$ cat src/rtl/cond_control_unit_if.sv
// Decode-side bus of cond_control_unit: instruction fields and status write-back in,
// pipelined control word and architectural NZCV out.
interface cond_control_unit_if #(
    parameter int ALU_CMD_W = 4
);
    // valid_in marks a real instruction. There is no ready: while stall is high the unit
    // ignores the input, so the producer must keep the same instruction on the bus until
    // stall drops. flush kills everything in flight and also drops that cycle's input.
    logic                 valid_in;
    logic                 stall;
    logic                 flush;
    logic [1:0]           mode;
    logic [3:0]           op_code;
    logic                 s;
    logic [3:0]           cond;
    logic                 status_wr_en;
    logic [3:0]           status_nzcv_in;

    logic                 valid_out;
    logic                 wb_en;
    logic                 mem_read;
    logic                 mem_write;
    logic [ALU_CMD_W-1:0] alu_cmd;
    logic                 b;
    logic                 s_out;
    logic                 undef;
    logic [3:0]           status_q;

    modport master (
        output valid_in, stall, flush, mode, op_code, s, cond, status_wr_en, status_nzcv_in,
        input  valid_out, wb_en, mem_read, mem_write, alu_cmd, b, s_out, undef, status_q
    );

    modport slave (
        input  valid_in, stall, flush, mode, op_code, s, cond, status_wr_en, status_nzcv_in,
        output valid_out, wb_en, mem_read, mem_write, alu_cmd, b, s_out, undef, status_q
    );
endinterface

$ cat src/rtl/cond_control_unit.sv
// ARM-style decode control unit: opcode decode, condition check against the owned NZCV
// register, and a PIPE_STAGES-deep output pipeline with stall and flush.
module cond_control_unit #(
    parameter int PIPE_STAGES = 1,
    parameter int ALU_CMD_W   = 4
) (
    input  logic               clk,
    input  logic               rst_n,
    cond_control_unit_if.slave bus
);

    typedef struct packed {
        logic                 valid;
        logic                 wb_en;
        logic                 mem_read;
        logic                 mem_write;
        logic [ALU_CMD_W-1:0] alu_cmd;
        logic                 b;
        logic                 s_out;
        logic                 undef;
    } entry_t;

    logic [3:0] status_r;
    logic [3:0] flags;
    logic       cond_pass;
    logic       legal;
    logic [3:0] cmd4;
    entry_t     dec;
    entry_t     entry_d;
    entry_t     pipe [PIPE_STAGES];

    // Same-cycle EX write-back is bypassed so a flag-setting op followed directly
    // by a conditional one sees the new flags.
    assign flags = bus.status_wr_en ? bus.status_nzcv_in : status_r;

    always_comb begin
        cond_pass = 1'b0;
        case (bus.cond)
            4'h0: cond_pass = flags[2];
            4'h1: cond_pass = !flags[2];
            4'h2: cond_pass = flags[1];
            4'h3: cond_pass = !flags[1];
            4'h4: cond_pass = flags[3];
            4'h5: cond_pass = !flags[3];
            4'h6: cond_pass = flags[0];
            4'h7: cond_pass = !flags[0];
            4'h8: cond_pass = flags[1] && !flags[2];
            4'h9: cond_pass = !flags[1] || flags[2];
            4'ha: cond_pass = (flags[3] == flags[0]);
            4'hb: cond_pass = (flags[3] != flags[0]);
            4'hc: cond_pass = !flags[2] && (flags[3] == flags[0]);
            4'hd: cond_pass = flags[2] || (flags[3] != flags[0]);
            4'he: cond_pass = 1'b1;
            default: cond_pass = 1'b0;
        endcase
    end

    always_comb begin
        dec       = '0;
        cmd4      = 4'd0;
        legal     = 1'b1;
        dec.valid = 1'b1;
        dec.wb_en = 1'b1;
        case ({bus.mode, bus.op_code})
            6'b001101: cmd4 = 4'b0001;
            6'b001111: cmd4 = 4'b1001;
            6'b000100: cmd4 = 4'b0010;
            6'b000101: cmd4 = 4'b0011;
            6'b000010: cmd4 = 4'b0100;
            6'b000110: cmd4 = 4'b0101;
            6'b000000: cmd4 = 4'b0110;
            6'b001100: cmd4 = 4'b0111;
            6'b000001: cmd4 = 4'b1000;
            6'b001010: begin
                cmd4      = 4'b0100;
                dec.wb_en = 1'b0;
            end
            6'b001000: begin
                cmd4      = 4'b0110;
                dec.wb_en = 1'b0;
            end
            6'b010100: begin
                cmd4          = 4'b0010;
                dec.mem_read  = bus.s;
                dec.mem_write = !bus.s;
                dec.wb_en     = bus.s;
            end
            default: begin
                if (bus.mode == 2'b10) begin
                    dec.wb_en = 1'b0;
                    dec.b     = 1'b1;
                end else begin
                    legal = 1'b0;
                end
            end
        endcase
        dec.alu_cmd = ALU_CMD_W'(cmd4);
        dec.s_out   = (bus.mode == 2'b00) && bus.s;
    end

    // A failed condition still occupies a slot as a valid bubble; undef only for executed ops.
    always_comb begin
        entry_d = '0;
        if (bus.valid_in) begin
            if (!cond_pass) begin
                entry_d.valid = 1'b1;
            end else if (!legal) begin
                entry_d.valid = 1'b1;
                entry_d.undef = 1'b1;
            end else begin
                entry_d = dec;
            end
        end
    end

    always_ff @(posedge clk or negedge rst_n) begin
        if (!rst_n) begin
            for (int k = 0; k < PIPE_STAGES; k++) pipe[k] <= '0;
        end else if (bus.flush) begin
            for (int k = 0; k < PIPE_STAGES; k++) pipe[k] <= '0;
        end else if (!bus.stall) begin
            pipe[0] <= entry_d;
            for (int k = 1; k < PIPE_STAGES; k++) pipe[k] <= pipe[k-1];
        end
    end

    always_ff @(posedge clk or negedge rst_n) begin
        if (!rst_n) begin
            status_r <= 4'b0000;
        end else if (bus.status_wr_en) begin
            status_r <= bus.status_nzcv_in;
        end
    end

    assign bus.valid_out = pipe[PIPE_STAGES-1].valid;
    assign bus.wb_en     = pipe[PIPE_STAGES-1].wb_en;
    assign bus.mem_read  = pipe[PIPE_STAGES-1].mem_read;
    assign bus.mem_write = pipe[PIPE_STAGES-1].mem_write;
    assign bus.alu_cmd   = pipe[PIPE_STAGES-1].alu_cmd;
    assign bus.b         = pipe[PIPE_STAGES-1].b;
    assign bus.s_out     = pipe[PIPE_STAGES-1].s_out;
    assign bus.undef     = pipe[PIPE_STAGES-1].undef;
    assign bus.status_q  = status_r;

endmodule

$ cat src/flat_wrapper.sv
// flat-port wrapper written by rule: the top's interface ports become plain ports
module cond_control_unit_flat 
#(
    parameter int PIPE_STAGES = 1,
    parameter int ALU_CMD_W   = 4
)
  (clk, rst_n, bus_valid_in, bus_stall, bus_flush, bus_mode, bus_op_code, bus_s, bus_cond, bus_status_wr_en, bus_status_nzcv_in, bus_valid_out, bus_wb_en, bus_mem_read, bus_mem_write, bus_alu_cmd, bus_b, bus_s_out, bus_undef, bus_status_q);
  cond_control_unit_if #(.ALU_CMD_W(ALU_CMD_W)) bus_i ();
  input  logic clk;
  input  logic rst_n;
  input wire logic [$bits(bus_i.valid_in)-1:0] bus_valid_in;
  input wire logic [$bits(bus_i.stall)-1:0] bus_stall;
  input wire logic [$bits(bus_i.flush)-1:0] bus_flush;
  input wire logic [$bits(bus_i.mode)-1:0] bus_mode;
  input wire logic [$bits(bus_i.op_code)-1:0] bus_op_code;
  input wire logic [$bits(bus_i.s)-1:0] bus_s;
  input wire logic [$bits(bus_i.cond)-1:0] bus_cond;
  input wire logic [$bits(bus_i.status_wr_en)-1:0] bus_status_wr_en;
  input wire logic [$bits(bus_i.status_nzcv_in)-1:0] bus_status_nzcv_in;
  output wire logic [$bits(bus_i.valid_out)-1:0] bus_valid_out;
  output wire logic [$bits(bus_i.wb_en)-1:0] bus_wb_en;
  output wire logic [$bits(bus_i.mem_read)-1:0] bus_mem_read;
  output wire logic [$bits(bus_i.mem_write)-1:0] bus_mem_write;
  output wire logic [$bits(bus_i.alu_cmd)-1:0] bus_alu_cmd;
  output wire logic [$bits(bus_i.b)-1:0] bus_b;
  output wire logic [$bits(bus_i.s_out)-1:0] bus_s_out;
  output wire logic [$bits(bus_i.undef)-1:0] bus_undef;
  output wire logic [$bits(bus_i.status_q)-1:0] bus_status_q;
  assign bus_i.valid_in = bus_valid_in;
  assign bus_i.stall = bus_stall;
  assign bus_i.flush = bus_flush;
  assign bus_i.mode = bus_mode;
  assign bus_i.op_code = bus_op_code;
  assign bus_i.s = bus_s;
  assign bus_i.cond = bus_cond;
  assign bus_i.status_wr_en = bus_status_wr_en;
  assign bus_i.status_nzcv_in = bus_status_nzcv_in;
  assign bus_valid_out = bus_i.valid_out;
  assign bus_wb_en = bus_i.wb_en;
  assign bus_mem_read = bus_i.mem_read;
  assign bus_mem_write = bus_i.mem_write;
  assign bus_alu_cmd = bus_i.alu_cmd;
  assign bus_b = bus_i.b;
  assign bus_s_out = bus_i.s_out;
  assign bus_undef = bus_i.undef;
  assign bus_status_q = bus_i.status_q;
  cond_control_unit #(.PIPE_STAGES(PIPE_STAGES), .ALU_CMD_W(ALU_CMD_W)) u_core (.clk(clk), .rst_n(rst_n), .bus(bus_i));
endmodule
$ cat config.mk
export PLATFORM = sky130hd
export DESIGN_NAME = cond_control_unit_flat
export DESIGN_NICKNAME = d
export VERILOG_FILES = /design/src/rtl/cond_control_unit_if.sv /design/src/rtl/cond_control_unit.sv /design/src/flat_wrapper.sv
export SDC_FILE = /design/constraint.sdc
export NUM_CORES = 1
export LEC_CHECK = 0
export CORE_MARGIN = 2
export CORE_UTILIZATION = 43
export CTS_CLUSTER_DIAMETER = 150
export DETAILED_ROUTE_END_ITERATION = 12
export PLACE_DENSITY = 0.88
export SYNTH_ARGS = -nofsm -noshare
export SYNTH_HDL_FRONTEND = slang
export SYNTH_SLANG_ARGS = --single-unit
$ cat constraint.sdc
create_clock -name clk -period 2.3 [get_ports clk]
set_clock_uncertainty 0.1 [all_clocks]
set_input_delay 0.345 -clock clk [delete_from_list [all_inputs] [get_ports clk]]
set_output_delay 0.345 -clock clk [all_outputs]
set_load 0.005 [all_outputs]
* Yosys cells after proc, flatten, opt, wreduce, memory -nomap -nowiden
Cells that the tools add are included.
** Cells by class
- Eq/ne operators :: 29
- Muxes and demuxes :: 15
- Reductions and logical operators :: 19
** Operators with widths (number)
- $pmux 4 s9 :: 1
- $mux 11 :: 3
- $eq 6x4->1 const B :: 5
- $eq 4x4->1 const B :: 7
- $eq 6x3->1 const B :: 3
- $eq 4x3->1 const B :: 4
- $pmux 1 s15 :: 1
- $reduce_or 12->1 :: 1
- $mux 10 :: 1
- $mux 9 :: 1
- $reduce_or 9->1 :: 1
- $eq 4x2->1 const B :: 2
- $reduce_or 2->1 :: 4
- $eq 6x1->1 const B :: 1
- $eq 6x2->1 const B :: 1
- $eq 6x5->1 const B :: 1
- $logic_not 6->1 :: 1
- $logic_not 1->1 :: 5
- $mux 1 :: 5
- $eq 4x1->1 const B :: 1
- $logic_not 4->1 :: 1
- $mux 4 :: 1
- $logic_and 1x1->1 :: 3
- $pmux 1 s3 :: 1
- 7 further kinds :: 8
** Word-level totals
- Register bits :: 15
- Logic and storage cells :: 72

* Longest topological paths before layout
- Depth after elaboration :: 8
- Gate-level depth with buffers :: 7

* Least setup slack after synthesis
OpenSTA, ideal clock, no wires.
- Path kind :: input to register
- Start :: in bus_status_wr_en
- End :: reg u_core.pipe, in the netlist u_core.bus.wb_en
- Setup time :: 0.138 ns
- Data arrival time :: 1.707 ns
- Setup slack :: 0.356 ns
- Stages :: 7
- Path through :: buf_6 -> mux2_4 -> a2bb2oi_1 -> nor2_1 -> o31a_1 -> a221oi_4 -> o31ai_1
** On the way
- Cells in the longest elaborated chain, start to end :: 8
- Elaborated cells between the ends (all ways) :: 16
- Classes of those cells :: eq/ne (2); mux (6); reduce/logical (8)
** Ends and longest elaborated chain
- start: declaration :: line flat_wrapper.sv:18 : input wire logic [$bits(bus_i.status_wr_en)-1:0] bus_status_wr_en;
- $mux 4 (*)
- net u_core.flags[3] :: line cond_control_unit.sv:24 : logic [3:0] flags;
- $ne 1x1->1 or $eq 1x1->1 (tied branches)
- $logic_or 1x1->1 or $logic_and 1x1->1 (tied branches) :: line cond_control_unit.sv:52, cond_control_unit.sv:51
- $pmux 1 s15 (*) :: line cond_control_unit.sv:38 : case (bus.cond)
- $mux 10 (*) :: line cond_control_unit.sv:105 : if (!cond_pass) begin
- $mux 11 (*) :: line cond_control_unit.sv:104 : if (bus.valid_in) begin
- $mux 11 (*) :: line cond_control_unit.sv:121 : end else if (!bus.stall) begin
- $mux 11 (*) :: line cond_control_unit.sv:119 : end else if (bus.flush) begin
- end: declaration :: line cond_control_unit.sv:30 : entry_t pipe [PIPE_STAGES];
Mark *: on every way through the listed nets, which the timed path passes. The rest lies on a longest branch. The select of a mux whose other input is x is not followed.
A chain may end at the register's enable or synchronous reset.

* Worst setup path after layout
- Start :: in bus_status_nzcv_in[2]
- End :: reg u_core.pipe, in the netlist u_core.bus.undef
** On the way
- Cells in the longest elaborated chain, start to end :: 8
- Elaborated cells between the ends (all ways) :: 11
- Classes of those cells :: mux (6); reduce/logical (5)
** Ends and longest elaborated chain
- start: declaration :: line flat_wrapper.sv:19 : input wire logic [$bits(bus_i.status_nzcv_in)-1:0] bus_status_nzcv_in;
- $mux 4 (*)
- net u_core.flags[2] :: line cond_control_unit.sv:24
- $logic_not 1->1 :: line cond_control_unit.sv:40, cond_control_unit.sv:47, cond_control_unit.sv:51
- $logic_and 1x1->1, on equally long branches :: line cond_control_unit.sv:51, cond_control_unit.sv:47
- $pmux 1 s15 (*) :: line cond_control_unit.sv:38
- $mux 10 (*) :: line cond_control_unit.sv:105
- $mux 11 (*) :: line cond_control_unit.sv:104
- $mux 11 (*) :: line cond_control_unit.sv:121
- $mux 11 (*) :: line cond_control_unit.sv:119
Marked as above.

==> flow_metrics.py <==
metrics = {
    "status": {
        "status": "finished clean",
    },
    "critical_path": {
        "r2r_start": "u_core.bus.status_q[3]$_DFF_PN0_",
        "r2r_cells": 7,
        "critPathMaxFanout": 10,
        "required_ns": 2.38,
        "timing.rr.end": "u_core.bus.undef$_DFFE_PN0P_",
        "crit_type": "input port to flop",
        "cp.arrival_ns": 2.18,
        "critPathCaptureType": "flop",
        "critPathLaunchType": "input port",
        "reg2reg_slack_ns": 0.33,
    },
    "die": {
        "die-area_sq_um": 2580,
        "fp.dieH_microns": 50.8,
        "ioPinCount": 36,
        "start_util_pct": 46.7,
        "design.core.area_sq_um": 2020,
        "die_x_microns": 50.8,
        "rows": 16,
    },
    "cts": {
        "cts.sinks": 15,
        "cts_tree": "built",
        "clk_pin_slew_ns": 0.08,
        "numCtsBuffers": 3,
        "cts_max_level": 1,
        "clk_path_buf_depth": 2,
        "cts-root-buf": "clkbuf_4",
        "worst_skew_pair.late_latency_ns": 0.27,
    },
    "global_routing": {
        "grt_overflow": 0,
        "antenna_found_initial": 0,
        "grt_pass1_wl_mm": 3.93,
        "grt_pass1_vias": 927,
        "grt_usage_pct": 19.9,
        "grt_max_degree": 16,
    },
    "place": {
        "placed_cell_area_sq_um": 1380,
        "hpwlAfterDp_mm": 1.87,
        "gp_congestion": 0.829,
        "numPortBuffers": 35,
    },
    "synthesis": {
        "syn-cell-area_sq_um": 943,
        "yosysTopAreaCellShare_pct": 39.8,
        "yosys.area.top_type": "dfrtp_1",
        "yosysWarnings": 0,
        "ys_seq_area_share_pct": 39.8,
        "synth_cell_type_count": 37,
        "ys_dominant_reg_cell": "dfrtp_1",
        "postSynthCellCount": 108,
        "synth-seq-cells": 15,
        "synth-edff-count": 0,
        "synth.most_common_cell": "nand2_1",
        "syn_nets": 129,
        "synth_area_leaders": "dfrtp_1, nand2_1, o21ai_1",
        "syn_area_per_cell_sq_um": 8.74,
        "synth_common_cells": "nand2_1, dfrtp_1, nor2_1, o21ai_1, a21oi_1",
        "synthArstFlopShare_pct": 100,
    },
    "final_layout": {
        "syn2layout_area_growth_pct": 49.9,
        "drive_gt1_share_pct": 11.3,
        "final_util_pct": 69.9,
        "final_area_sq_um": 1410,
        "num_antenna_cells": 0,
        "finalNetCount": 173,
    },
    "power": {
        "power_density_nw_per_um2": 438,
        "ir_drop_mv": 0.239,
        "power_leakage_nw": 0.590,
    },
    "routing": {
        "ant_nets": 0,
        "wl_mm": 2.36,
        "via_per_inst": 5.35,
        "wl_per_cell_microns": 13.3,
        "first_iter_violations": 26,
        "first_pass_iters": 4,
        "via_count": 953,
        "drc": 0,
    },
    "timing": {
        "setup-tns-final_ns": 0,
        "hold_slack_ns": 0.375,
        "finalCritPeriodShare_pct": 91.3,
        "timing.slew.headroom_pct": 55.0,
        "rsz0062_at_grt": "no",
        "tightest_slew_ns": 0.673,
        "layout_min_cycle_time_ns": 2.10,
        "final-setup-viol-count": 0,
        "drv_slew": 0,
        "hold_viol_final": 0,
        "timing.fmax_mhz": 476,
    },
    "worst_hold_path": {
        "hold_path.class": "input port to asynchronous set/reset pin",
    },
    "job": {
        "maxCapViolCount": 0,
    },
}
## layout make-up
type / instances / area [sq um]
multi-input cells: 85 / 534
well taps: 27 / 33.8
inverters: 3 / 11.3
repair buffers: 44 / 433
clock buffers: 4 / 26.3
fillers: 156 / 608
flip-flops and latches: 15 / 375
## placed cells by master, fill, tap and decap left out, types with 2 or more instances in the layout
master	synthesis	layout
clkbuf_4	0	3
xor2_1	3	3
nand4_1	2	2
nand2b_1	4	4
nor2b_1	3	3
buf_4	0	8
dfrtp_1	15	15
o21ai_0	2	2
xnor2_1	2	2
clkdlybuf4s50_1	0	34
nor3_1	2	2
o21ai_1	8	8
inv_1	3	3
a21oi_1	5	5
nor2_1	8	8
nand2_1	21	21
mux2i_1	3	2
a2bb2oi_1	2	2
## per-stage QoR
| step | std cells | setup WS [ns] | power [mW] |
|---|---|---|---|
| floorplan | 108 | 0.356 | 0.370 |
| global placement | 174 | -0.218 | 0.471 |
| detailed placement | 174 | -0.308 | 0.479 |
| CTS | 178 | 0.00237 | 0.625 |
| global route | 178 | 0.0968 | 0.652 |
| finish | 178 | 0.200 | 0.619 |
## routing by layer
| layer | GRT usage (%) | up-vias | part of all wire, % |
|---|---|---|---|
| met4 | 8.11 | 0 | 0.64 |
| met3 | 1.17 | 2 | 5.0 |
| met5 | 0 | - | 0 |
| met1 | 22.5 | 446 | 40 |
| li1 | - | 469 | - |
| met2 | 38.6 | 36 | 55 |
## worst max path at each step
stage / end / startpoint / slack (ns) / cells after the start
2_1_floorplan: u_core.bus.wb_en$_DFFE_PN0P_ / bus_status_wr_en / 0.36 / 7
6_report: u_core.bus.undef$_DFFE_PN0P_ / bus_status_nzcv_in[2] / 0.20 / 8
5_1_grt: u_core.bus.undef$_DFFE_PN0P_ / bus_status_nzcv_in[0] / 0.1 / 8
3_5_place_dp: u_core.bus.wb_en$_DFFE_PN0P_ / bus_status_wr_en / -0.31 / 9
3_3_place_gp: u_core.bus.undef$_DFFE_PN0P_ / bus_status_wr_en / -0.22 / 8
4_1_cts: u_core.bus.wb_en$_DFFE_PN0P_ / bus_status_wr_en / 0.002 / 9
## logic make-up after synthesis
kind of cell               count (synthesis)  share of synthesized area [%]
muxes                                      5                           5.97
xor gates and xnor gates                   5                           4.64
AOI/OAI and AO/OA                         27                           21.4
buffers and inverters                      8                           3.98
adders and majority gates                  1                           1.06
DFF                                       15                           39.8
and+or+nand+nor                           47                           23.2
## flip-flops by register name (all words and copies together) (netlist names)
name                  cells
u_core.bus.alu_cmd        4
u_core.bus.b              1
u_core.bus.mem_read       1
u_core.bus.mem_write      1
u_core.bus.s_out          1
u_core.bus.status_q       4
u_core.bus.undef          1
u_core.bus.valid_out      1
u_core.bus.wb_en          1
## repair_timing
| action | CTS | global route |
|---|---|---|
| buffers inserted | 0 | 0 |
| gates resized for setup | 1 | 1 |
| endpoints found under the setup margin | 9 | 10 |
| hold buffers | 0 | 0 |
| endpoints found under the hold margin | 0 | 0 |
## report_power, final
group	total, mW	internal, mW	leakage (nW)	switching [mW]
registers	0.280	0.273	0.199	0.00683
clock network	0.144	0.0672	0.0150	0.0767
logic	0.195	0.107	0.375	0.0875
## critical path: stages
cell             delay [ns]
clkdlybuf4s50_1        0.46
mux2_2                 0.20
nor2_1                 0.04
a2111oi_0              0.45
o31a_1                 0.22
a221oi_4               0.05
buf_12                 0.16
o41ai_2                0.25
(Power assumes the default switching activity.)
